### src/rtl/dac_fade_out.sv
// dac_fade_out: gain-ramped output stage in front of an offset-binary DAC.
//   Fades the sample stream in after a mode change out of silence, fades it
//   out on any later mode change, and mutes to midscale when the mode is 0.
//   It also counts full-scale (clipped) input samples.
// Ports:
//   clk, rst          - clock, synchronous active-high reset
//   i_mode[31:0]      - output mode word, only [7:0] is used
//   i_dac_data        - signed 16-bit sample
//   i_valid           - one-cycle strobe per sample
//   i_clr             - clears the clip counter
//   o_dac_code        - offset-binary code, held between updates
//   o_dac_valid       - one-cycle pulse, 2 cycles after i_valid
//   o_muted           - high while the FSM is in MUTE
//   o_clip_cnt        - saturating count of full-scale samples
module dac_fade_out #(
  parameter int DAC_W      = 14,
  parameter int RAMP_SHIFT = 8
) (
  input  logic               clk,
  input  logic               rst,
  input  logic [31:0]        i_mode,
  input  logic signed [15:0] i_dac_data,
  input  logic               i_valid,
  input  logic               i_clr,
  output logic [DAC_W-1:0]   o_dac_code,
  output logic               o_dac_valid,
  output logic               o_muted,
  output logic [15:0]        o_clip_cnt
);

  localparam int GW = RAMP_SHIFT + 1;       // gain spans 0..2^RAMP_SHIFT
  localparam int PW = 16 + RAMP_SHIFT + 2;  // signed product width
  localparam logic [GW-1:0]    G_FULL = {1'b1, {RAMP_SHIFT{1'b0}}};
  localparam logic [DAC_W-1:0] MID    = {1'b1, {(DAC_W-1){1'b0}}};

  typedef enum logic [1:0] {S_MUTE, S_FADE_IN, S_RUN, S_FADE_OUT} state_t;

  state_t                state_q, state_d;
  logic [GW-1:0]         g_q, g_d;
  logic [7:0]            m_q, m_d;
  logic signed [PW-1:0]  p_q, p_d;
  logic                  v1_q, v1_d;
  logic [DAC_W-1:0]      code_q, code_d;
  logic                  dval_q, dval_d;
  logic                  muted_q, muted_d;
  logic [15:0]           clip_q, clip_d;

  logic                  mode_chg;
  logic                  clip_hit;
  logic signed [PW-1:0]  a_ext, g_ext, shifted;
  logic signed [15:0]    s;

  // FSM next-state and gain; both move only on valid samples
  always_comb begin
    state_d  = state_q;
    g_d      = g_q;
    m_d      = m_q;
    mode_chg = (i_mode[7:0] != m_q);
    if (i_valid) begin
      case (state_q)
        S_MUTE: begin
          if (mode_chg) begin
            m_d = i_mode[7:0];
            if (i_mode[7:0] != 8'd0) state_d = S_FADE_IN;
          end
        end
        S_FADE_IN: begin
          // A mode change mid-ramp reverses from the current gain
          if (mode_chg) state_d = S_FADE_OUT;
          else begin
            g_d = g_q + 1'b1;
            if (g_d == G_FULL) state_d = S_RUN;
          end
        end
        S_RUN: begin
          g_d = G_FULL;
          if (mode_chg) state_d = S_FADE_OUT;
        end
        S_FADE_OUT: begin
          // Gain can already be 0 if the fade-in was aborted at its start
          if (g_q == '0) state_d = S_MUTE;
          else begin
            g_d = g_q - 1'b1;
            if (g_d == '0) state_d = S_MUTE;
          end
        end
        default: state_d = S_MUTE;
      endcase
    end
  end

  // Datapath: scale by pre-update gain, then shift back and re-bias
  always_comb begin
    a_ext    = PW'(i_dac_data);
    g_ext    = PW'({1'b0, g_q});
    p_d      = i_valid ? (a_ext * g_ext) : p_q;
    v1_d     = i_valid;
    shifted  = p_q >>> RAMP_SHIFT;
    s        = shifted[15:0];
    code_d   = v1_q ? (s[15 -: DAC_W] ^ MID) : code_q;
    dval_d   = v1_q;
    muted_d  = (state_d == S_MUTE);
    clip_hit = i_valid && ((i_dac_data == 16'sh7FFF) || (i_dac_data == 16'sh8000));
    clip_d   = clip_q;
    if (i_clr)                                clip_d = 16'd0;
    else if (clip_hit && clip_q != 16'hFFFF)  clip_d = clip_q + 16'd1;
  end

  always_ff @(posedge clk) begin
    if (rst) begin
      state_q <= S_MUTE;
      g_q     <= '0;
      m_q     <= '0;
      p_q     <= '0;
      v1_q    <= 1'b0;
      code_q  <= MID;
      dval_q  <= 1'b0;
      muted_q <= 1'b1;
      clip_q  <= '0;
    end else begin
      state_q <= state_d;
      g_q     <= g_d;
      m_q     <= m_d;
      p_q     <= p_d;
      v1_q    <= v1_d;
      code_q  <= code_d;
      dval_q  <= dval_d;
      muted_q <= muted_d;
      clip_q  <= clip_d;
    end
  end

  assign o_dac_code  = code_q;
  assign o_dac_valid = dval_q;
  assign o_muted     = muted_q;
  assign o_clip_cnt  = clip_q;

  // Upper mode bits and the low/high product bits are intentionally dropped
  logic unused_bits;
  assign unused_bits = ^{i_mode[31:8], shifted};

endmodule

### config.mk
export PLATFORM = sky130hd
export DESIGN_NAME = dac_fade_out
export DESIGN_NICKNAME = d
export VERILOG_FILES = /design/src/rtl/dac_fade_out.sv
export SDC_FILE = /design/constraint.sdc
export NUM_CORES = 1
export LEC_CHECK = 0
export ABC_AREA = 1
export CAP_MARGIN = 40
export CELL_PAD_IN_SITES_DETAIL_PLACEMENT = 0
export CELL_PAD_IN_SITES_GLOBAL_PLACEMENT = 2
export CORE_UTILIZATION = 34
export CTS_BUF_LIST = sky130_fd_sc_hd__clkbuf_4 sky130_fd_sc_hd__clkbuf_8
export DETAILED_ROUTE_END_ITERATION = 10
export PLACE_DENSITY = 0.91
export SYNTH_ARGS = -nofsm -noshare
export SYNTH_HDL_FRONTEND = slang
export SYNTH_SLANG_ARGS = --single-unit
### constraint.sdc
create_clock -name clk -period 7.2 [get_ports clk]
set_input_delay 0.72 -clock clk [delete_from_list [all_inputs] [get_ports clk]]
set_output_delay 0.72 -clock clk [all_outputs]
set_load 0.01 [all_outputs]
Word-level counts from Yosys, hierarchy flattened
Index checks and enable logic that the tools add are counted.
- $add $sub $neg: 3
- reduce and logical (&&, ||, !) cells: 12
- bitwise operators: 1
- multiplexer cells: 12
- $mul: 1
- equality and inequality tests: 10
- operator list (cell ; number):
    16-bit equality test, second input constant ; 2
    9-bit one-hot mux with 3 select lines ; 1
    16-bit by 10-bit multiplier with 24-bit output ; 1
    9-bit logical NOT ; 2
    9-bit 2-to-1 mux ; 2
    16-bit by 1-bit adder with 16-bit output, second input constant ; 1
    2-bit 2-to-1 mux ; 8
    16-bit inequality test, second input constant ; 1
    9-bit by 1-bit adder with 9-bit output, second input constant ; 1
    9-bit equality test, second input constant ; 1
    9-bit by 1-bit subtractor with 9-bit output, second input constant ; 1
    8-bit inequality test ; 1
    2-bit one-hot mux with 4 select lines ; 1
    8-bit nonzero test ; 1
    2-bit equality test, second input constant ; 2
    2-bit logical NOT ; 2
    2-bit inequality test, second input constant ; 2
    4-bit AND reduction ; 1
    3-bit AND reduction ; 1
    3-bit nonzero test ; 1
    2-bit by 1-bit equality test with 1-bit output, second input constant ; 1
    1-bit logical AND ; 2
    2-bit OR reduction ; 1
    1-bit logical OR ; 1
    1-bit inverter ; 1
- output and inout bits: 32
- bits in registers: 76
- input bits: 52

Longest topological paths before layout
Gate-level depths: netlist of run 1.
- depth in word-level cells: 7
- gate-level depth with buffers: 27
- depth with buffers taken out: 24

Worst setup path after synthesis of run 1
Ideal clock, no wire load.
- kind: input-to-reg
- start: input port i_dac_data[5]
- end: register p_q[15]
- arrival time: 5.056 ns
- slack: 2.029 ns
- cell stages on the path: 22
- buffers on the path: 1
- cell sequence: clkbuf_1 > nand2_1 > fa_1 > inv_1 > fa_1 > inv_1 > fa_1 > inv_1 > fa_1 > inv_1 > fa_1 > inv_1 > ha_1 > nand2_1 > nor2_1 > nand2_1 > o211ai_1 > a21oi_1 > nand2_1 > nand2_1 > o21ai_0 > inv_1
- cells in the longest elaborated chain, start to end: 1
- ends and longest elaborated chain (what ; line ; source):
    from (decl) ; 22 ; input logic signed [15:0] i_dac_data,
    16-bit by 10-bit multiplier with 24-bit output ; 96 ; p_d = i_valid ? (a_ext * g_ext) : p_q;
    to (signal assigned) ; 124 ; p_q <= p_d;
    to (decl) ; 41 ; logic signed [PW-1:0] p_q, p_d;
Every way passes these cells.
A chain may end at the register's enable or synchronous reset.

Final worst setup path of run 1
- start: input port i_dac_data[15]
- end: register p_q[23]
Same word-level chain as after synthesis.

==> results of run 1 <==
-- state kept, by name, summed over array words and instances, names as in the netlist --
signal / cells
o_clip_cnt: 16
o_dac_code: 14
p_q: 14
g_q: 9
m_q: 8
state_q: 2
dval_d: 1
o_dac_valid: 1
o_muted: 1
-- logic make-up after synthesis --
group | Yosys count | synth area share (%)
buf+inv | 346 | 15.64
compound gates | 152 | 9.479
xor+xnor | 24 | 2.345
simple gates | 509 | 24.52
flops | 66 | 14.74
fa+ha+maj | 170 | 33.28
-- synth_stat cells, drive strengths merged --
| library cell | instances | area [sq um] |
|---|---|---|
| nand2 | 317 | 1217 |
| inv | 294 | 1106 |
| fa | 114 | 2282 |
| nor2 | 93 | 379.1 |
| a21oi | 66 | 334.1 |
| dfxtp | 66 | 1321 |
| ha | 56 | 700.7 |
| o21ai | 56 | 295.3 |
| nand3 | 50 | 282.8 |
| buf | 34 | 227.7 |
| nand4 | 21 | 137.6 |
| clkbuf | 18 | 67.56 |
| xor2 | 17 | 148.9 |
| nor3 | 14 | 86.34 |
| nor4 | 7 | 50.05 |
| xnor2 | 7 | 61.31 |
| a21o | 6 | 45.04 |
| o211ai | 6 | 45.04 |
| or2 | 5 | 31.28 |
| o21bai | 4 | 30.03 |
| a211oi | 3 | 22.52 |
| a31oi | 3 | 18.77 |
| o22ai | 3 | 18.77 |
| and2 | 2 | 12.51 |
| a21boi | 1 | 7.510 |
| o21a | 1 | 7.510 |
| o221ai | 1 | 8.760 |
| o31ai | 1 | 7.510 |
| o41ai | 1 | 8.760 |
-- power groups by stage --
stage / registers (mW) / logic [mW] / clock network (mW)
floorplan: 0.418 / 0.533 / 0
global placement: 0.434 / 0.698 / 0
detailed placement: 0.434 / 0.706 / 0
CTS: 0.426 / 0.713 / 0.345
global route: 0.426 / 0.829 / 0.361
finish: 0.422 / 0.702 / 0.333
-- final cells by class --
cell class | count | area share [%]
repair buffers | 71 | 7.156
clock buffers | 10 | 1.314
inverters | 294 | 11.06
clock inverters | 3 | 0.6756
multi-input cells | 855 | 62.39
well taps | 335 | 4.191
flip-flops and latches | 66 | 13.21
-- placed cells by master, fill, tap and decap left out, types with 4 or more instances in the layout --
| cell | count |
|---|---|
| a21o_1 | 6 |
| a21oi_1 | 65 |
| buf_4 | 9 |
| clkbuf_8 | 9 |
| clkdlybuf4s50_1 | 59 |
| dfxtp_1 | 66 |
| fa_1 | 114 |
| ha_1 | 56 |
| inv_1 | 290 |
| nand2_1 | 310 |
| nand2_2 | 5 |
| nand3_1 | 45 |
| nand3_2 | 4 |
| nand4_1 | 20 |
| nor2_1 | 87 |
| nor3_1 | 12 |
| nor4_1 | 6 |
| o211ai_1 | 6 |
| o21ai_0 | 51 |
| o21bai_1 | 4 |
| xnor2_1 | 7 |
| xor2_1 | 17 |
-- stage by stage --
step,instance area (sq um),setup slack (ps)
finish,10000,1210
global route,10000,884.2
CTS,9986,1210
detailed placement,9787,857.1
global placement,9744,876.9
floorplan,8962,2029
-- how the worst max path moves through the flow --
stage / end / slack, ps / depth (start not counted)
floorplan: p_q[15]$_SDFFE_PP0P_ / 2030 / 22
global route: p_q[23]$_SDFFE_PP0P_ / 880 / 23
CTS: p_q[23]$_SDFFE_PP0P_ / 1210 / 23
detailed placement: p_q[23]$_SDFFE_PP0P_ / 860 / 23
global placement: p_q[23]$_SDFFE_PP0P_ / 880 / 23
finish: p_q[23]$_SDFFE_PP0P_ / 1210 / 23
-- routing by layer --
layer	wire (microns)	part of all wire (%)
met2	10690	48
met3	832	3.7
met1	10460	47
met4	224	1.0
met5	0	0
==> run_summary.xml, run 1 <==
<?xml version="1.0" encoding="UTF-8"?>
<metrics>
  <group name="final_layout">
    <metric name="finalNonFillerCells" unit="">1634</metric>
    <metric name="fillerInstances" unit="">2779</metric>
    <metric name="insertedDiodeCount" unit="">0</metric>
    <metric name="multiInputGateArea" unit="sq um">6240</metric>
    <metric name="synthToLayoutAreaGrowth" unit="%">11.59</metric>
    <metric name="drive_gt1_share" unit="%">4.311</metric>
    <metric name="layout.area.seq" unit="sq um">1321</metric>
    <metric name="final_net_count" unit="">1519</metric>
    <metric name="finish.utilization" unit="%">38.49</metric>
  </group>
  <group name="setup_path">
    <metric name="path_buf_inv" unit="">8</metric>
    <metric name="r2r_slack" unit="ps">1680</metric>
    <metric name="path_class" unit="">primary input to register</metric>
    <metric name="worst-endpoint-required" unit="ps">7440</metric>
    <metric name="critical_path.reg2reg.endpoint" unit="">p_q[15]$_SDFFE_PP0P_</metric>
    <metric name="path_common_cell" unit="">inv_1</metric>
    <metric name="startpoint_type" unit="">primary input</metric>
    <metric name="critical_path.cell_chain" unit="">clkdlybuf4s50_1 &gt; nand2_1 &gt; fa_1 &gt; inv_1 &gt; fa_1 &gt; inv_1 &gt; fa_1 &gt; inv_1 &gt; fa_1 &gt; inv_1 &gt; fa_1 &gt; inv_1 &gt; ha_1 &gt; nand2_1 &gt; nor2_1 &gt; nand4_1 &gt; o21bai_1 &gt; nand3_1 &gt; inv_1 &gt; nand2_1 &gt; nand3_1 &gt; nand2_1 &gt; inv_1</metric>
    <metric name="timing.critical_path.slowest_stage_cell" unit="">clkdlybuf4s50_1</metric>
    <metric name="delay_of_the_slowest_critical_path_stage" unit="ps">790</metric>
    <metric name="critPathLaunch" unit="">i_dac_data[15]</metric>
    <metric name="critical_path.top_delay_family" unit="">adder cells</metric>
    <metric name="cp.arrival" unit="ps">6230</metric>
    <metric name="cp_max_fo" unit="">11</metric>
    <metric name="startpoint_of_the_most_critical_register_to_register_path" unit="">g_q[6]$_SDFFE_PP0P_</metric>
    <metric name="endpoint_kind" unit="">register</metric>
    <metric name="reg2regPathDepth" unit="">18</metric>
  </group>
  <group name="min_path">
    <metric name="hp-class" unit="">register to register</metric>
    <metric name="hold_path_depth" unit="">1</metric>
    <metric name="timing.hold.worst_endpoint" unit="">o_dac_code[13]$_SDFFE_PP1P_</metric>
    <metric name="hold_start" unit="">p_q[23]$_SDFFE_PP0P_</metric>
  </group>
  <group name="synthesis">
    <metric name="synth_warnings" unit="">0</metric>
    <metric name="synth_cells" unit="">1267</metric>
    <metric name="yosysSeqAreaShare" unit="%">14.74</metric>
    <metric name="syn-mean-instance-area" unit="sq um">7.074</metric>
    <metric name="number_of_register_bits_inferred_by_synthesis" unit="">66</metric>
    <metric name="yosys.cell_types.count" unit="">49</metric>
    <metric name="synth_fp_nets" unit="">1489</metric>
    <metric name="netlist_area" unit="sq um">8962</metric>
  </group>
  <group name="floorplan">
    <metric name="coreArea" unit="sq um">25980</metric>
    <metric name="die_h" unit="microns">164.4</metric>
    <metric name="full_die_area" unit="sq um">27010</metric>
    <metric name="fp.dieW" unit="microns">164.4</metric>
    <metric name="io-pin-count" unit="">84</metric>
    <metric name="placementRows" unit="">59</metric>
    <metric name="initial_core_util" unit="%">34.49</metric>
  </group>
  <group name="power">
    <metric name="power_switching" unit="mW">0.6079</metric>
    <metric name="swShare" unit="%">41.74</metric>
    <metric name="p_int" unit="mW">0.8487</metric>
    <metric name="total_leakage_power" unit="nW">5.468</metric>
    <metric name="ir_worst_vdd" unit="mV">0.07069</metric>
    <metric name="combPwrFrac" unit="%">48.2</metric>
    <metric name="cellPowerDensity" unit="nW/um^2">145.7</metric>
    <metric name="p_total" unit="mW">1.457</metric>
    <metric name="seqPwrFrac" unit="%">29.0</metric>
    <metric name="clkPwrFrac" unit="%">22.8</metric>
  </group>
  <group name="routing">
    <metric name="vias_per_cell" unit="">4.657</metric>
    <metric name="vias" unit="">7610</metric>
    <metric name="detail-route-antenna-nets" unit="">0</metric>
    <metric name="post-route-drc-count" unit="">0</metric>
    <metric name="routedWlPerCell" unit="microns">13.59</metric>
    <metric name="initialDrtViolationCount" unit="">401</metric>
    <metric name="totalWireLength" unit="mm">22.21</metric>
    <metric name="drt_pre_antenna_iters" unit="">5</metric>
  </group>
  <group name="sta">
    <metric name="timing_hold_violations_final" unit="">0</metric>
    <metric name="rsz0062_at_grt" unit="">no</metric>
    <metric name="finalCriticalPeriod" unit="ps">5990</metric>
    <metric name="max_freq" unit="GHz">0.1669</metric>
    <metric name="tns" unit="ps">0</metric>
    <metric name="hold_slack" unit="ps">430.5</metric>
    <metric name="finalClockSkew" unit="ps">11.72</metric>
    <metric name="timing.final.crit_share" unit="%">83.19</metric>
    <metric name="timing.final.setup_violations" unit="">0</metric>
    <metric name="number_of_max_slew_violations_in_the_final_report" unit="">0</metric>
    <metric name="timing.max_slew.rel_slack" unit="%">45.73</metric>
    <metric name="tightestPinTransition" unit="ps">813.0</metric>
  </group>
  <group name="global_route">
    <metric name="met3_usage" unit="%">2.803</metric>
    <metric name="grt_pass1_vias" unit="">7659</metric>
    <metric name="antenna_found_initial" unit="">0</metric>
    <metric name="grt.busiest_layer" unit="">met2</metric>
    <metric name="grt_pass1_wl" unit="mm">38.27</metric>
    <metric name="global_route.usage.met1" unit="%">23.64</metric>
    <metric name="global_route_met2_utilization" unit="%">30.86</metric>
    <metric name="grt_start_max_net_pins" unit="">30</metric>
    <metric name="total_global_routing_track_utilization" unit="%">17.89</metric>
    <metric name="grt_overflow" unit="">0</metric>
  </group>
  <group name="placement">
    <metric name="place.port_buffers" unit="">59</metric>
    <metric name="gp_congestion" unit="">0.8518</metric>
    <metric name="placed_cells_incl_taps" unit="">1620</metric>
    <metric name="detailedPlacementHpwl" unit="mm">17.97</metric>
  </group>
  <group name="cts">
    <metric name="postCtsHoldBufs" unit="">0</metric>
    <metric name="cts_htree_levels" unit="">3</metric>
    <metric name="post_cts_buffers" unit="">0</metric>
    <metric name="root_buffer" unit="">clkbuf_8</metric>
    <metric name="skew_pair_late_insertion_delay" unit="ps">340</metric>
    <metric name="ctsResizeCount" unit="">0</metric>
    <metric name="path_clk_slew" unit="ps">70</metric>
    <metric name="clock_sink_count" unit="">66</metric>
    <metric name="tritoncts" unit="">built</metric>
    <metric name="cts_made_buffers" unit="">9</metric>
    <metric name="clock_path_buffers" unit="">2</metric>
  </group>
  <group name="job">
    <metric name="timing.max_cap.violations" unit="">0</metric>
  </group>
  <group name="status">
    <metric name="run_status" unit="">completed</metric>
  </group>
</metrics>
(Power assumes the default switching activity.)
==> run 2: changes to the inputs <==
- clock period: 7.2 -> 5.97 ns (I/O delays scaled with it)
==> run_summary.xml, run 2 (synthesis gave the netlist of run 1 again) <==
<?xml version="1.0" encoding="UTF-8"?>
<metrics>
  <group name="floorplan">
    <metric name="initial_core_util" unit="%">34.49</metric>
    <metric name="die_h" unit="microns">164.4</metric>
    <metric name="placementRows" unit="">59</metric>
    <metric name="coreArea" unit="sq um">25980</metric>
    <metric name="fp.dieW" unit="microns">164.4</metric>
    <metric name="full_die_area" unit="sq um">27010</metric>
    <metric name="io-pin-count" unit="">84</metric>
  </group>
  <group name="cts">
    <metric name="clock_sink_count" unit="">66</metric>
    <metric name="root_buffer" unit="">clkbuf_8</metric>
    <metric name="post_cts_buffers" unit="">0</metric>
    <metric name="clock_path_buffers" unit="">2</metric>
    <metric name="path_clk_slew" unit="ps">80</metric>
    <metric name="tritoncts" unit="">built</metric>
    <metric name="postCtsHoldBufs" unit="">0</metric>
    <metric name="skew_pair_late_insertion_delay" unit="ps">360</metric>
    <metric name="cts_htree_levels" unit="">3</metric>
    <metric name="cts_made_buffers" unit="">9</metric>
  </group>
  <group name="final_layout">
    <metric name="drive_gt1_share" unit="%">7.452</metric>
    <metric name="number_of_flip_flops_under_the_largest_register_name" unit="">16</metric>
    <metric name="final_cell_area" unit="sq um">10330</metric>
    <metric name="synthToLayoutAreaGrowth" unit="%">15.23</metric>
    <metric name="mostFrequentLayoutCells" unit="">310 x nand2_1, 290 x inv_1, 114 x fa_1, 87 x nor2_1</metric>
    <metric name="finalNonFillerCells" unit="">1677</metric>
    <metric name="final_net_count" unit="">1559</metric>
    <metric name="finish.utilization" unit="%">39.74</metric>
    <metric name="fillerInstances" unit="">2760</metric>
    <metric name="most_frequent_standard_cell_in_the_layout_excluding_fill_and_tap_cells" unit="">nand2_1</metric>
    <metric name="multiInputGateArea" unit="sq um">6240</metric>
    <metric name="insertedDiodeCount" unit="">0</metric>
    <metric name="layout.area.seq" unit="sq um">1323</metric>
  </group>
  <group name="routing">
    <metric name="vias_per_cell" unit="">4.636</metric>
    <metric name="drt_pre_antenna_iters" unit="">5</metric>
    <metric name="detail-route-antenna-nets" unit="">0</metric>
    <metric name="totalWireLength" unit="mm">22.52</metric>
    <metric name="vias" unit="">7774</metric>
    <metric name="initialDrtViolationCount" unit="">418</metric>
    <metric name="post-route-drc-count" unit="">0</metric>
    <metric name="routedWlPerCell" unit="microns">13.43</metric>
  </group>
  <group name="power">
    <metric name="ir_worst_vdd" unit="mV">0.1095</metric>
    <metric name="total_leakage_power" unit="nW">5.674</metric>
    <metric name="cellPowerDensity" unit="nW/um^2">179.9</metric>
  </group>
  <group name="setup_path">
    <metric name="critical_path.endpoint" unit="">p_q[23]$_SDFFE_PP0P_</metric>
    <metric name="critical_path.reg2reg.endpoint" unit="">p_q[23]$_SDFFE_PP0P_</metric>
    <metric name="cp_max_fo" unit="">10</metric>
    <metric name="critical_path.cell_chain" unit="">clkdlybuf4s50_1 &gt; nand2_1 &gt; fa_1 &gt; inv_1 &gt; fa_1 &gt; fa_1 &gt; fa_1 &gt; inv_1 &gt; fa_1 &gt; inv_1 &gt; ha_1 &gt; nand2_1 &gt; o21ai_0 &gt; o21bai_1 &gt; nand3_1 &gt; nand3_1 &gt; inv_1 &gt; nand2_1 &gt; nand3_1 &gt; nand2_1 &gt; inv_1</metric>
    <metric name="r2r_slack" unit="ps">600</metric>
    <metric name="timing.critical_path.slowest_stage_cell" unit="">clkdlybuf4s50_1</metric>
    <metric name="startpoint_type" unit="">primary input</metric>
    <metric name="startpoint_of_the_most_critical_register_to_register_path" unit="">g_q[5]$_SDFFE_PP0P_</metric>
    <metric name="critPathLaunch" unit="">i_dac_data[12]</metric>
    <metric name="delay_of_the_slowest_critical_path_stage" unit="ps">730</metric>
    <metric name="cp.arrival" unit="ps">5780</metric>
    <metric name="worst-endpoint-required" unit="ps">6230</metric>
    <metric name="reg2regPathDepth" unit="">20</metric>
    <metric name="path_class" unit="">primary input to register</metric>
    <metric name="endpoint_kind" unit="">register</metric>
  </group>
  <group name="sta">
    <metric name="tightestPinTransition" unit="ps">736.2</metric>
    <metric name="max_freq" unit="GHz">0.1809</metric>
    <metric name="timing_hold_violations_final" unit="">0</metric>
    <metric name="timing.final.setup_violations" unit="">0</metric>
    <metric name="number_of_max_slew_violations_in_the_final_report" unit="">0</metric>
    <metric name="timing.max_slew.rel_slack" unit="%">50.85</metric>
    <metric name="rsz0062_at_grt" unit="">no</metric>
    <metric name="tns" unit="ps">0</metric>
    <metric name="timing.final.crit_share" unit="%">92.59</metric>
    <metric name="finalClockSkew" unit="ps">10.16</metric>
    <metric name="finalCriticalPeriod" unit="ps">5528</metric>
  </group>
  <group name="global_route">
    <metric name="grt_pass1_vias" unit="">7918</metric>
    <metric name="grt_overflow" unit="">0</metric>
    <metric name="grt_start_max_net_pins" unit="">30</metric>
    <metric name="grt_pass1_wl" unit="mm">39.15</metric>
    <metric name="total_global_routing_track_utilization" unit="%">18.21</metric>
    <metric name="antenna_found_initial" unit="">0</metric>
  </group>
  <group name="placement">
    <metric name="placed_cells_incl_taps" unit="">1661</metric>
    <metric name="place.port_buffers" unit="">59</metric>
    <metric name="detailedPlacementHpwl" unit="mm">18.60</metric>
    <metric name="place_area" unit="sq um">10100</metric>
    <metric name="gp_congestion" unit="">0.8336</metric>
  </group>
  <group name="status">
    <metric name="run_status" unit="">completed</metric>
  </group>
  <group name="job">
    <metric name="timing.max_cap.violations" unit="">0</metric>
  </group>
  <group name="min_path">
    <metric name="hp-class" unit="">register to register</metric>
  </group>
</metrics>
[run 2: worst max-delay path, delay by kind of cell]
family                     cells  cell delay [ps]
AOI/OAI and AO/OA              2              530
adders and majority gates      6             2990
buffers and inverters          6              970
and+or+nand+nor                7              690
[run 2: layer usage]
metal  track usage, %  share of wire [%]  vias to the layer above
li1                 -                  -                     3966
met1            24.33                 47                     3669
met2            31.70                 49                      123
met3            2.753                3.4                       16
met4            2.146               0.64                        0
met5                0                  0                        -
[run 2: repair_timing]
item	in CTS	in global routing
endpoints found under the hold margin	0	0
endpoints found under the setup margin	0	1
resized for setup	0	1
[run 2: report_power, final]
group          internal [mW]  switching, mW
Clock                  0.247          0.185
Combinational          0.368          0.547
Sequential             0.475         0.0357
Total                   1.09          0.768
[run 2: cell type report]
cell class              count  area share, %
well taps                 335          4.059
multi-input cells         855          60.42
flip-flops and latches     66          12.81
clock inverters             6         0.8602
repair buffers            111          9.813
clock buffers              10          1.333
inverters                 294          10.71
[run 2: how the worst min path moves through the flow]
| stage | startpoint | end | slack (ps) | depth (start not counted) |
|---|---|---|---|---|
| after global placement | p_q[23]$_SDFFE_PP0P_ | o_dac_code[13]$_SDFFE_PP1P_ | 420 | 1 |
| after CTS | p_q[23]$_SDFFE_PP0P_ | o_dac_code[13]$_SDFFE_PP1P_ | 430 | 1 |
| final | p_q[23]$_SDFFE_PP0P_ | o_dac_code[13]$_SDFFE_PP1P_ | 430 | 1 |
| after global routing | p_q[23]$_SDFFE_PP0P_ | o_dac_code[13]$_SDFFE_PP1P_ | 470 | 1 |
| after floorplan | p_q[23]$_SDFFE_PP0P_ | o_dac_code[13]$_SDFFE_PP1P_ | 410 | 1 |
| after detailed placement | p_q[23]$_SDFFE_PP0P_ | o_dac_code[13]$_SDFFE_PP1P_ | 430 | 1 |
[run 2: through the flow]
step / hold WS [ps] / setup WS (ps) / power, mW
after floorplan: 412.5 / 869.4 / 1.147
after global placement: 423.9 / 93.12 / 1.431
after detailed placement: 429.8 / 55.06 / 1.445
after CTS: 433.8 / 429.1 / 1.893
after global routing: 465.0 / 28.47 / 2.064
final: 429.0 / 442.4 / 1.858
